===== config.mk =====
export PLATFORM = sky130hd
export DESIGN_NAME = ascon_aead_data_engine
export DESIGN_NICKNAME = d
export VERILOG_FILES = /design/src/rtl/ascon_pkg.sv /design/src/rtl/ascon_round.sv /design/src/rtl/ascon_aead_data_engine.sv
export SDC_FILE = /design/constraint.sdc
export NUM_CORES = 2
export LEC_CHECK = 0
export ABC_AREA = 0
export ABC_CLOCK_PERIOD_IN_PS = 7650
export BUFFER_PORTS_ARGS = -buffer_cell sky130_fd_sc_hd__buf_2
export CELL_PAD_IN_SITES_DETAIL_PLACEMENT = 1
export CELL_PAD_IN_SITES_GLOBAL_PLACEMENT = 1
export CORE_MARGIN = 4
export CORE_UTILIZATION = 50
export DETAILED_ROUTE_END_ITERATION = 8
export PLACE_DENSITY_LB_ADDON = 0.1
export RECOVER_POWER = 25
export SYNTH_ARGS = -nofsm -noshare
export SYNTH_HDL_FRONTEND = slang
export SYNTH_SLANG_ARGS = --single-unit

===== constraint.sdc =====
create_clock -name clk -period 7.65 [get_ports clk]
set_input_delay 1.53 -clock clk [delete_from_list [all_inputs] [get_ports clk]]
set_output_delay 1.53 -clock clk [all_outputs]
set_load 0.02 [all_outputs]

===== src/rtl/ascon_pkg.sv =====
// rtl/ascon_pkg.sv - shared constants, FSM encoding and pad/round-constant helpers for the Ascon absorb engine
package ascon_pkg;

  localparam int ASCON_STATE_W  = 320;
  localparam int LANE_W         = 64;
  localparam int DOMSEP_BIT     = 63;
  localparam int MAX_RATE_BYTES = 16;

  typedef enum logic [2:0] {
    ST_IDLE,
    ST_ABSORB,
    ST_PERM,
    ST_PADBLK,
    ST_FIN
  } fsm_e;

  // p_b round k uses the tail of the p12 constant schedule
  function automatic logic [7:0] round_const(input int rounds, input int k);
    int         i;
    logic [3:0] lo;
    i  = 12 - rounds + k;
    lo = i[3:0];
    return {4'hF - lo, lo};
  endfunction

  function automatic logic [127:0] pad_mask(input logic [4:0] nbytes);
    logic [127:0] m;
    m = '0;
    for (int b = 0; b < MAX_RATE_BYTES; b++)
      if (5'(b) < nbytes) m[8*b +: 8] = 8'hFF;
    return m;
  endfunction

  function automatic logic [127:0] pad_byte(input logic [4:0] nbytes);
    logic [127:0] p;
    p = '0;
    for (int b = 0; b < MAX_RATE_BYTES; b++)
      if (5'(b) == nbytes) p[8*b] = 1'b1;
    return p;
  endfunction

endpackage


===== src/rtl/ascon_round.sv =====
// rtl/ascon_round.sv - one combinational Ascon round: constant addition, 5-bit S-box layer, linear diffusion
module ascon_round
  import ascon_pkg::*;
(
  input  logic [ASCON_STATE_W-1:0] s_i,
  input  logic [7:0]               rc,
  output logic [ASCON_STATE_W-1:0] s_o
);

  function automatic logic [LANE_W-1:0] ror(input logic [LANE_W-1:0] x, input int n);
    return (x >> n) | (x << (LANE_W - n));
  endfunction

  logic [LANE_W-1:0] u0, u1, u2, u3, u4;
  logic [LANE_W-1:0] v0, v1, v2, v3, v4;
  logic [LANE_W-1:0] w0, w1, w2, w3, w4;

  always_comb begin
    u0 = s_i[319:256] ^ s_i[63:0];
    u1 = s_i[255:192];
    u2 = s_i[191:128] ^ {56'h0, rc} ^ s_i[255:192];
    u3 = s_i[127:64];
    u4 = s_i[63:0] ^ s_i[127:64];

    v0 = u0 ^ (~u1 & u2);
    v1 = u1 ^ (~u2 & u3);
    v2 = u2 ^ (~u3 & u4);
    v3 = u3 ^ (~u4 & u0);
    v4 = u4 ^ (~u0 & u1);

    w0 = v0 ^ v4;
    w1 = v1 ^ v0;
    w2 = ~v2;
    w3 = v3 ^ v2;
    w4 = v4;

    s_o = {w0 ^ ror(w0, 19) ^ ror(w0, 28),
           w1 ^ ror(w1, 61) ^ ror(w1, 39),
           w2 ^ ror(w2, 1)  ^ ror(w2, 6),
           w3 ^ ror(w3, 10) ^ ror(w3, 17),
           w4 ^ ror(w4, 7)  ^ ror(w4, 41)};
  end

endmodule


===== src/rtl/ascon_aead_data_engine.sv =====
// rtl/ascon_aead_data_engine.sv - streaming AD/message absorb engine between Ascon init and finalization
module ascon_aead_data_engine
  import ascon_pkg::*;
#(
  parameter int RATE_BITS = 128,
  parameter int ROUNDS_B  = 8,
  parameter int UNROLL    = 2
) (
  input  logic                          clk,
  input  logic                          rst_n,
  input  logic                          start,
  input  logic                          mode,
  input  logic [ASCON_STATE_W-1:0]      state_i,
  input  logic                          in_valid,
  output logic                          in_ready,
  input  logic                          in_type,
  input  logic [RATE_BITS-1:0]          in_data,
  input  logic [$clog2(RATE_BITS/8):0]  in_bytes,
  input  logic                          in_last,
  output logic                          out_valid,
  input  logic                          out_ready,
  output logic [RATE_BITS-1:0]          out_data,
  output logic [$clog2(RATE_BITS/8):0]  out_bytes,
  output logic                          done,
  output logic [ASCON_STATE_W-1:0]      state_o,
  output logic                          err
);

  localparam int RB      = RATE_BITS / 8;
  localparam int BW      = $clog2(RB) + 1;
  localparam int CW      = $clog2(ROUNDS_B) + 1;
  localparam int STEPS   = ROUNDS_B / UNROLL;
  localparam bit BAD_CFG = (ROUNDS_B % UNROLL) != 0;
  localparam logic [CW-1:0] STEPS_C = CW'(STEPS);

  fsm_e                     fsm_q, fsm_d;
  logic [ASCON_STATE_W-1:0] s_q, s_d, state_o_q, state_o_d;
  logic [CW-1:0]            cnt_q, cnt_d;
  logic                     pad_pend_q, pad_pend_d, pad_msg_q, pad_msg_d;
  logic                     msg_seen_q, msg_seen_d, mode_q, mode_d, err_q, err_d;
  logic                     out_valid_q, out_valid_d;
  logic [RATE_BITS-1:0]     out_data_q, out_data_d;
  logic [BW-1:0]            out_bytes_q, out_bytes_d;

  // UNROLL rounds per clock, round index continues across clocks
  logic [UNROLL:0][ASCON_STATE_W-1:0] chain;
  assign chain[0] = s_q;
  for (genvar j = 0; j < UNROLL; j++) begin : g_round
    logic [7:0] rc;
    assign rc = round_const(ROUNDS_B, int'(cnt_q) * UNROLL + j);
    ascon_round u_round (
      .s_i (chain[j]),
      .rc  (rc),
      .s_o (chain[j+1])
    );
  end

  logic [4:0]               nb5;
  logic                     full, bad;
  logic [127:0]             rate_full, rate_upd_full, mask_full, padb_full;
  logic [RATE_BITS-1:0]     rate_cur, mask, padv, data_m, xored, rate_new;
  logic [ASCON_STATE_W-1:0] s_absorb;

  // Rate lanes in byte order: x0 holds bytes 0..7, x1 bytes 8..15
  always_comb begin
    nb5       = 5'(in_bytes);
    full      = (in_bytes == BW'(RB));
    bad       = (in_bytes > BW'(RB)) || (!in_last && !full) || (!in_type && msg_seen_q);
    rate_full = {s_q[255:192], s_q[319:256]};
    rate_cur  = rate_full[RATE_BITS-1:0];
    mask_full = pad_mask(nb5);
    padb_full = pad_byte(nb5);
    mask      = mask_full[RATE_BITS-1:0];
    padv      = (in_last && !full) ? padb_full[RATE_BITS-1:0] : '0;
    data_m    = in_data & mask;
    xored     = rate_cur ^ data_m;
    if (in_type && mode_q) rate_new = ((rate_cur & ~mask) | data_m) ^ padv;
    else                   rate_new = xored ^ padv;
    rate_upd_full = rate_full;
    rate_upd_full[RATE_BITS-1:0] = rate_new;
    s_absorb = s_q;
    s_absorb[319:256] = rate_upd_full[63:0];
    s_absorb[255:192] = rate_upd_full[127:64];
    if (in_type && !msg_seen_q) s_absorb[DOMSEP_BIT] = ~s_q[DOMSEP_BIT];
  end

  assign in_ready  = (fsm_q == ST_ABSORB) && (!out_valid_q || out_ready);
  assign out_valid = out_valid_q;
  assign out_data  = out_data_q;
  assign out_bytes = out_bytes_q;
  assign state_o   = state_o_q;
  assign err       = err_q | BAD_CFG;

  always_comb begin
    fsm_d       = fsm_q;
    s_d         = s_q;
    cnt_d       = cnt_q;
    pad_pend_d  = pad_pend_q;
    pad_msg_d   = pad_msg_q;
    msg_seen_d  = msg_seen_q;
    mode_d      = mode_q;
    err_d       = err_q;
    out_valid_d = out_valid_q && !out_ready;
    out_data_d  = out_data_q;
    out_bytes_d = out_bytes_q;
    state_o_d   = state_o_q;
    done        = 1'b0;

    case (fsm_q)
      ST_ABSORB: begin
        if (in_valid && in_ready) begin
          if (bad) begin
            err_d = 1'b1;
            fsm_d = ST_IDLE;
          end else begin
            s_d = s_absorb;
            if (in_type) begin
              msg_seen_d  = 1'b1;
              out_valid_d = 1'b1;
              out_data_d  = xored & mask;
              out_bytes_d = in_bytes;
              if (!in_last) begin
                fsm_d = ST_PERM;
                cnt_d = '0;
              end else if (full) begin
                fsm_d     = ST_PADBLK;
                pad_msg_d = 1'b1;
              end else begin
                fsm_d = ST_FIN;
              end
            end else begin
              fsm_d      = ST_PERM;
              cnt_d      = '0;
              pad_pend_d = in_last && full;
            end
          end
        end
      end
      ST_PERM: begin
        s_d   = chain[UNROLL];
        cnt_d = (cnt_q == STEPS_C) ? cnt_q : cnt_q + 1'b1;
        if (cnt_q == STEPS_C - 1'b1) fsm_d = pad_pend_q ? ST_PADBLK : ST_ABSORB;
      end
      ST_PADBLK: begin
        s_d[256]   = ~s_q[256];
        pad_pend_d = 1'b0;
        cnt_d      = '0;
        fsm_d      = pad_msg_q ? ST_FIN : ST_PERM;
      end
      ST_FIN: begin
        // done waits until the final out beat has left
        if (!out_valid_q || out_ready) begin
          done  = 1'b1;
          fsm_d = ST_IDLE;
        end
      end
      default: fsm_d = ST_IDLE;
    endcase

    if (fsm_d == ST_FIN && fsm_q != ST_FIN) state_o_d = s_d;

    if (start) begin
      fsm_d       = ST_ABSORB;
      s_d         = state_i;
      cnt_d       = '0;
      pad_pend_d  = 1'b0;
      pad_msg_d   = 1'b0;
      msg_seen_d  = 1'b0;
      mode_d      = mode;
      err_d       = 1'b0;
      out_valid_d = 1'b0;
    end
  end

  always_ff @(posedge clk or negedge rst_n) begin
    if (!rst_n) begin
      fsm_q       <= ST_IDLE;
      s_q         <= '0;
      cnt_q       <= '0;
      pad_pend_q  <= 1'b0;
      pad_msg_q   <= 1'b0;
      msg_seen_q  <= 1'b0;
      mode_q      <= 1'b0;
      err_q       <= 1'b0;
      out_valid_q <= 1'b0;
      out_data_q  <= '0;
      out_bytes_q <= '0;
      state_o_q   <= '0;
    end else begin
      fsm_q       <= fsm_d;
      s_q         <= s_d;
      cnt_q       <= cnt_d;
      pad_pend_q  <= pad_pend_d;
      pad_msg_q   <= pad_msg_d;
      msg_seen_q  <= msg_seen_d;
      mode_q      <= mode_d;
      err_q       <= err_d;
      out_valid_q <= out_valid_d;
      out_data_q  <= out_data_d;
      out_bytes_q <= out_bytes_d;
      state_o_q   <= state_o_d;
    end
  end

endmodule


* Yosys cells after proc, flatten, opt, wreduce, memory -nomap -nowiden
Index checks and enable logic that the tools add are counted.
** Cells by class
- Divide/modulo/power cells :: 0
- $mul :: 0
- Equal/unequal tests :: 30
- Order comparisons :: 17
- Reduce and logical (&&, ||, !) cells :: 34
- Shift-type cells :: 0
- Muxes and demuxes :: 87
- Bitwise gates (word level) :: 97
- Add/subtract/negate cells :: 6
** Operators by type and width (number)
- XOR 64 bit :: 42
- two-way mux 320 bit :: 3
- inverter 64 bit :: 12
- bitwise AND 64 bit :: 10
- case mux 256 bit (2 select lines) :: 1
- bitwise AND 128 bit :: 3
- XOR 128 x 121 -> 128 bit :: 2
- two-way mux 128 bit :: 1
- two-way mux 8 bit :: 16
- inverter 128 bit :: 1
- bitwise OR 128 bit :: 1
- bitwise OR 23 x 64 -> 64 bit :: 2
- bitwise OR 25 x 64 -> 64 bit :: 2
- bitwise OR 3 x 64 -> 64 bit :: 2
- bitwise OR 36 x 64 -> 64 bit :: 2
- bitwise OR 45 x 64 -> 64 bit :: 2
- bitwise OR 47 x 64 -> 64 bit :: 2
- bitwise OR 54 x 64 -> 64 bit :: 2
- bitwise OR 57 x 64 -> 64 bit :: 2
- bitwise OR 58 x 64 -> 64 bit :: 2
- bitwise OR 63 x 64 -> 64 bit :: 2
- XOR 128 bit :: 1
- XOR 64 x 8 -> 64 bit :: 2
- case mux 63 bit (2 select lines) :: 1
- other kinds (43) :: 155
** Word-level totals
- Logic and storage cells :: 283
- Bits in writable memories :: 0
- Memory bits (read-only) :: 0
- Output and inout port bits :: 457
- Bits of input ports :: 461
- Register bits :: 786
- Latch bits :: 0
- Memories kept :: 0

* Logic depth before layout (Yosys ltp)
- Depth after elaboration :: 21
- Gate-level depth with buffers :: 14
- Mapped depth without buffers :: 14

* By module
Synthesis repeated with hierarchy kept, for this count alone.
** Unflattened totals
- Cell total of the unflattened synthesis :: 6844
- Area, all modules :: 71178.3 um2
** Modules (own cells, without submodules)
- ascon_aead_data_engine :: cells an instance 3738, times used 1, sequential area each 19668.9 um2, area an instance 37728.7 um2
- ascon_round :: cells an instance 1553, times used 2, sequential area each 0.0 um2, area an instance 16724.8 um2

* Worst setup path before layout
OpenSTA, ideal clock, no wires.
- Path type :: register to register
- Start :: reg cnt_q[2]
- End :: reg s_q[295]
- Clock period less this slack :: 3.865 ns
- Setup slack :: 3.785 ns
- Cell stages (with the launch flop) :: 11
- Arrival :: 3.739 ns
- Setup time :: 0.126 ns
- Buffers on the path :: 0
- Required time :: 7.524 ns
- Path through :: dfrtp_1 -> ha_1 -> xor2_1 -> ha_1 -> xnor2_1 -> xor2_1 -> xnor3_1 -> ha_1 -> xnor3_2 -> xnor3_1 -> a221o_1
** Between the ends
- Word-level cells in the longest chain between the ends :: 17
- Elaborated cells between the ends (all ways) :: 40
- Classes of those cells :: add/sub: 3; mux: 2; bitwise: 35
** RTL lines
- start, declared :: RTL line ascon_aead_data_engine.sv:38 : logic [CW-1:0] cnt_q, cnt_d;
- start signal, assigned :: RTL line ascon_aead_data_engine.sv:192 : cnt_q <= cnt_d;
- adder 3 x 4 -> 4 bit :: RTL line ascon_pkg.sv:21 : i = 12 - rounds + k;
- XOR 64 x 8 -> 64 bit :: RTL line ascon_round.sv:21 : u2 = s_i[191:128] ^ {56'h0, rc} ^ s_i[255:192];
- XOR 64 bit :: RTL line ascon_round.sv:21
- bitwise AND 64 bit or inverter 64 bit (tied branches) :: RTL line ascon_round.sv:25, ascon_round.sv:26
- XOR 64 bit or bitwise AND 64 bit (tied branches) :: RTL line ascon_round.sv:25, ascon_round.sv:26
- XOR 64 bit (on tied branches) :: RTL line ascon_round.sv:31, ascon_round.sv:26
- bitwise OR 36 x 64 -> 64 bit (tied with other cells) :: RTL line ascon_round.sv:11 : return (x >> n) | (x << (LANE_W - n));
- XOR 64 bit (on tied branches) :: RTL line ascon_round.sv:37, ascon_round.sv:38
- [2 not listed]
- bitwise AND 64 bit (on tied branches) :: RTL line ascon_round.sv:29, ascon_round.sv:25
- XOR 64 bit (on tied branches) :: RTL line ascon_round.sv:29, ascon_round.sv:25
- XOR 64 bit * :: RTL line ascon_round.sv:31 : w0 = v0 ^ v4;
- XOR 64 bit or bitwise OR 36 x 64 -> 64 bit (tied branches) :: RTL line ascon_round.sv:37, ascon_round.sv:11
- XOR 64 bit * :: RTL line ascon_round.sv:37 : s_o = {w0 ^ ror(w0, 19) ^ ror(w0, 28),
- case mux 63 bit (2 select lines) * :: RTL line ascon_aead_data_engine.sv:109 : case (fsm_q)
- two-way mux 320 bit * :: RTL line ascon_aead_data_engine.sv:162 : if (start) begin
- net s_d[295] :: RTL line ascon_aead_data_engine.sv:37 : logic [ASCON_STATE_W-1:0] s_q, s_d, state_o_q, state_o_d;
- end signal, assigned :: RTL line ascon_aead_data_engine.sv:178 : s_q <= '0;
- end signal, assigned :: RTL line ascon_aead_data_engine.sv:191 : s_q <= s_d;
- end, declared :: RTL line ascon_aead_data_engine.sv:37
Mark *: on every way through the listed nets, which the timed path passes. The rest lies on a longest branch.
A chain may end at the register's enable or synchronous reset.

* Worst setup path after layout
- Start :: reg s_q[203]
- End :: reg s_q[122]
** Between the ends
- Word-level cells in the longest chain between the ends :: 15
- Elaborated cells between the ends (all ways) :: 43
- Classes of those cells :: mux: 2; bitwise: 41
** RTL lines
- bitwise AND 64 bit :: RTL line ascon_round.sv:29 : v4 = u4 ^ (~u0 & u1);
- XOR 64 bit :: RTL line ascon_round.sv:29
- bitwise OR 57 x 64 -> 64 bit :: RTL line ascon_round.sv:11
- XOR 64 bit (2 in series) :: RTL line ascon_round.sv:41 : w4 ^ ror(w4, 7) ^ ror(w4, 41)};
- XOR 64 bit :: RTL line ascon_round.sv:23 : u4 = s_i[63:0] ^ s_i[127:64];
- inverter 64 bit :: RTL line ascon_round.sv:28 : v3 = u3 ^ (~u4 & u0);
- bitwise AND 64 bit :: RTL line ascon_round.sv:28
- XOR 64 bit :: RTL line ascon_round.sv:28
- XOR 64 bit * :: RTL line ascon_round.sv:34 : w3 = v3 ^ v2;
- bitwise OR 54 x 64 -> 64 bit :: RTL line ascon_round.sv:11
- XOR 64 bit :: RTL line ascon_round.sv:40 : w3 ^ ror(w3, 10) ^ ror(w3, 17),
- XOR 64 bit * :: RTL line ascon_round.sv:40
- case mux 256 bit (2 select lines) * :: RTL line ascon_aead_data_engine.sv:109
- two-way mux 320 bit * :: RTL line ascon_aead_data_engine.sv:162
- net s_d[122] :: RTL line ascon_aead_data_engine.sv:37
Marks and branches as above.

==> metrics.txt <==
status=complete, but fails checks; failing checks=DRC, capacitance limit, slew limit; Slowest-stage cell, CP=dfrtp_1; Synth top area share=0.282; top cells by area, synth=dfrtp_1, xnor3_1, xnor2_1, nand2_1, ha_1; GRT overflow=0; share of layout cells above drive strength 1=0.200; Critical R2R Launch=s_q[203]$_DFF_PN0_; number of nets in the layout=8668; first-pass GRT wire length=approximately 580 mm; Clock Latency Late Sink=780 ps; worst hold path startpoint=out_data[21]$_DFFE_PN0P_; Yosys cell types=around 80; fin crit share=0.786; Placer Congestion=roughly 1.2; crit-path max FO=8; die area=between 100000 and 150000 um2; Maximum Capacitance Violations=19; Netlist Area Pre-Place=approximately 70000 um2; Hold Path Depth=2; Worst Hold Path EP=out_data[21]$_DFFE_PN0P_; syn_nets=approximately 8000; DR pass1 iterations=9; most instantiated library cell after synthesis=nand2_1; crit-path max cell delay=around 950 ps; initial antenna violation count=between 60 and 70; H-tree Lvls=3; critical path class=register to register; Max Clock Skew=between 70 and 80 ps; CTS Hold Bufs=0; DRT antenna net count=0; Synthesis Warnings=0; Final setup viols=0; slew at the pin closest to its max-slew limit=approximately 4500 ps; clock sink count=roughly 790; port bufs=about 900; syn_area_per_cell=between 9 and 10 um2; final worst path period need=roughly 6000 ps; Crit path required time=8290 ps; area grow syn2layout=14.9%; vias in the first global route=68885; unrepaired setup endpoints after global routing=no; CTS tree=built; Final HPWL DP=347 mm; height of the die=about 380 um; worst path cell trace=inv_1 -> ha_1 -> xor2_2 -> xor2_2 -> xnor3_1 -> inv_1 -> ha_1 -> xor2_1 -> xnor2_2 -> xnor2_1 -> xnor2_1 -> a221o_1; FFs w/ async S/R, synth=1.00; cell count of the worst reg-to-reg path=12; Post-synth top flop=dfrtp_1; DRT Wirelength=about 440 mm; Relative slew margins=-1.97; vias=between 60000 and 70000; Slew Limit Fails=~640; Die W=approximately 380 um; Post-Synthesis Cells=between 7000 and 8000; starting DRC count in detailed routing=around 12000; Commonest cells post-synth=nand2_1, xnor2_1, dfrtp_1, o21ai_0, xnor3_1; GRT Resource Usage Total=0.581; Post-synth EDFFs=0; Root Buffer=clkbuf_16; HP Class=register to register; Avg WL per Cell=around 44 um; CP startpoint kind=register; Hold Fails Final Rpt=0; number of remaining DRC errors=3; pin count of the biggest net entering global routing=173; crit path DAT=6650 ps; sequential share of the synthesized area=0.282; cell accounting for the most synthesized area=dfrtp_1; CP Capture Type=register; Initial Utilization=0.506; Vias/cell=~7; clock slew seen by the registers of the worst setup and hold paths=around 70 ps; core area=around 140000 um2; TNS Setup=0 ps; row count=approximately 140; Fillers=approximately 15000; Clock Path Buffers=3; r2r setup slk=between 1500 and 2000 ps; fmax=~0.17 GHz; setup bufs post-CTS=0; clock buffer count from CTS=93; synthesized flop and latch total=between 700 and 800; # IOs=approximately 920; Reg-to-Reg End=s_q[122]$_DFF_PN0_; cts repair resizes=0
## layout make-up
cell class                      count  area (um2)  share of cell area
Clock inverter                     39         552             0.00688
Sequential cell                   786       19700               0.245
Timing Repair Buffer             1128        6300              0.0785
Multi-Input combinational cell   5652       47500               0.592
Tap cell                         1863        2330              0.0291
Antenna cell                       48         120             0.00150
Clock buffer                      133        2630              0.0328
Inverter                          287        1080              0.0134
## per-layer routing
| metal | wire [um] | vias to the layer above | global-route usage |
|---|---|---|---|
| li1 | - | 26024 | - |
| met1 | 145000 | 34692 | 0.659 |
| met2 | 174000 | 6622 | 0.808 |
| met3 | 63800 | 2159 | 0.260 |
| met4 | 54100 | 24 | 0.544 |
| met5 | 260 | - | 0.00860 |
## critical path, delay by kind of cell, from the launching register on
| family | cells | cell delay (ps) |
|---|---|---|
| AO/OA/AOI/OAI | 1 | 360 |
| XOR/XNOR | 7 | 3770 |
| adder cells (fa/ha/maj) | 2 | 530 |
| buffers and inverters | 2 | 270 |
| flip-flops | 1 | 950 |
## metrics by stage
stage | setup slack [ps] | area, um2 | instances | util | hold slack, ps
CTS | 2100 | 80100 | 9887 | 0.580 | 476
floorplan | 3780 | 69800 | 7189 | - | 475
finish | 1640 | 80200 | 9936 | 0.581 | 472
detailed placement | 2150 | 76900 | 9715 | 0.557 | 462
global placement | 1930 | 76800 | 9713 | 0.557 | 454
global route | 1110 | 80100 | 9905 | 0.580 | 497
## sequential cells by signal, indices dropped and copies added (netlist names), 3 cells and up
register,count
cnt_q,4
fsm_q,3
out_bytes,5
out_data,128
s_q,320
state_o,320
## worst max-delay path by stage
stage | slack, ps | from | end
5_1_grt | 1110 | rst_n | s_q[114]$_DFF_PN0_
4_1_cts | 2100 | s_q[203]$_DFF_PN0_ | s_q[122]$_DFF_PN0_
2_1_floorplan | 3780 | cnt_q[2]$_DFFE_PN0P_ | s_q[295]$_DFF_PN0_
3_3_place_gp | 1930 | s_q[240]$_DFF_PN0_ | s_q[41]$_DFF_PN0_
6_report | 1640 | s_q[203]$_DFF_PN0_ | s_q[122]$_DFF_PN0_
3_5_place_dp | 2150 | s_q[239]$_DFF_PN0_ | s_q[101]$_DFF_PN0_
## cells by family (layout without fill, tap and decap cells)
group | after synthesis | after routing | share of synthesized area
adders and majority gates | 356 | 356 | 0.0607
buffers and inverters | 751 | 1587 | 0.0430
and+or+nand+nor | 1702 | 1702 | 0.101
muxes | 110 | 110 | 0.0161
AOI/OAI and AO/OA | 1529 | 1529 | 0.135
xor gates and xnor gates | 1955 | 1955 | 0.362
other | 0 | 48 | 0
DFF | 786 | 786 | 0.282
## cells in the final DEF (no fill, tap or decap), drive strengths merged, types with 24 or more instances in the layout
| cell type | instances |
|---|---|
| buf | 1118 |
| xnor2 | 1079 |
| nand2 | 1039 |
| dfrtp | 786 |
| o21ai | 561 |
| xnor3 | 432 |
| xor2 | 409 |
| a21oi | 375 |
| nor2 | 357 |
| inv | 293 |
| ha | 259 |
| o31ai | 206 |
| clkbuf | 143 |
| nand3 | 105 |
| maj3 | 97 |
| mux2i | 92 |
| o31a | 70 |
| o211ai | 66 |
| nor2b | 59 |
| or3 | 58 |
| a22oi | 55 |
| o2111ai | 52 |
| o221ai | 50 |
| diode | 48 |
| xor3 | 35 |
| a221o | 32 |
| and3 | 30 |
| nor3 | 24 |
Power is not shown: default switching activity piles up to over one toggle a cycle in this logic, so the estimate is an artifact.
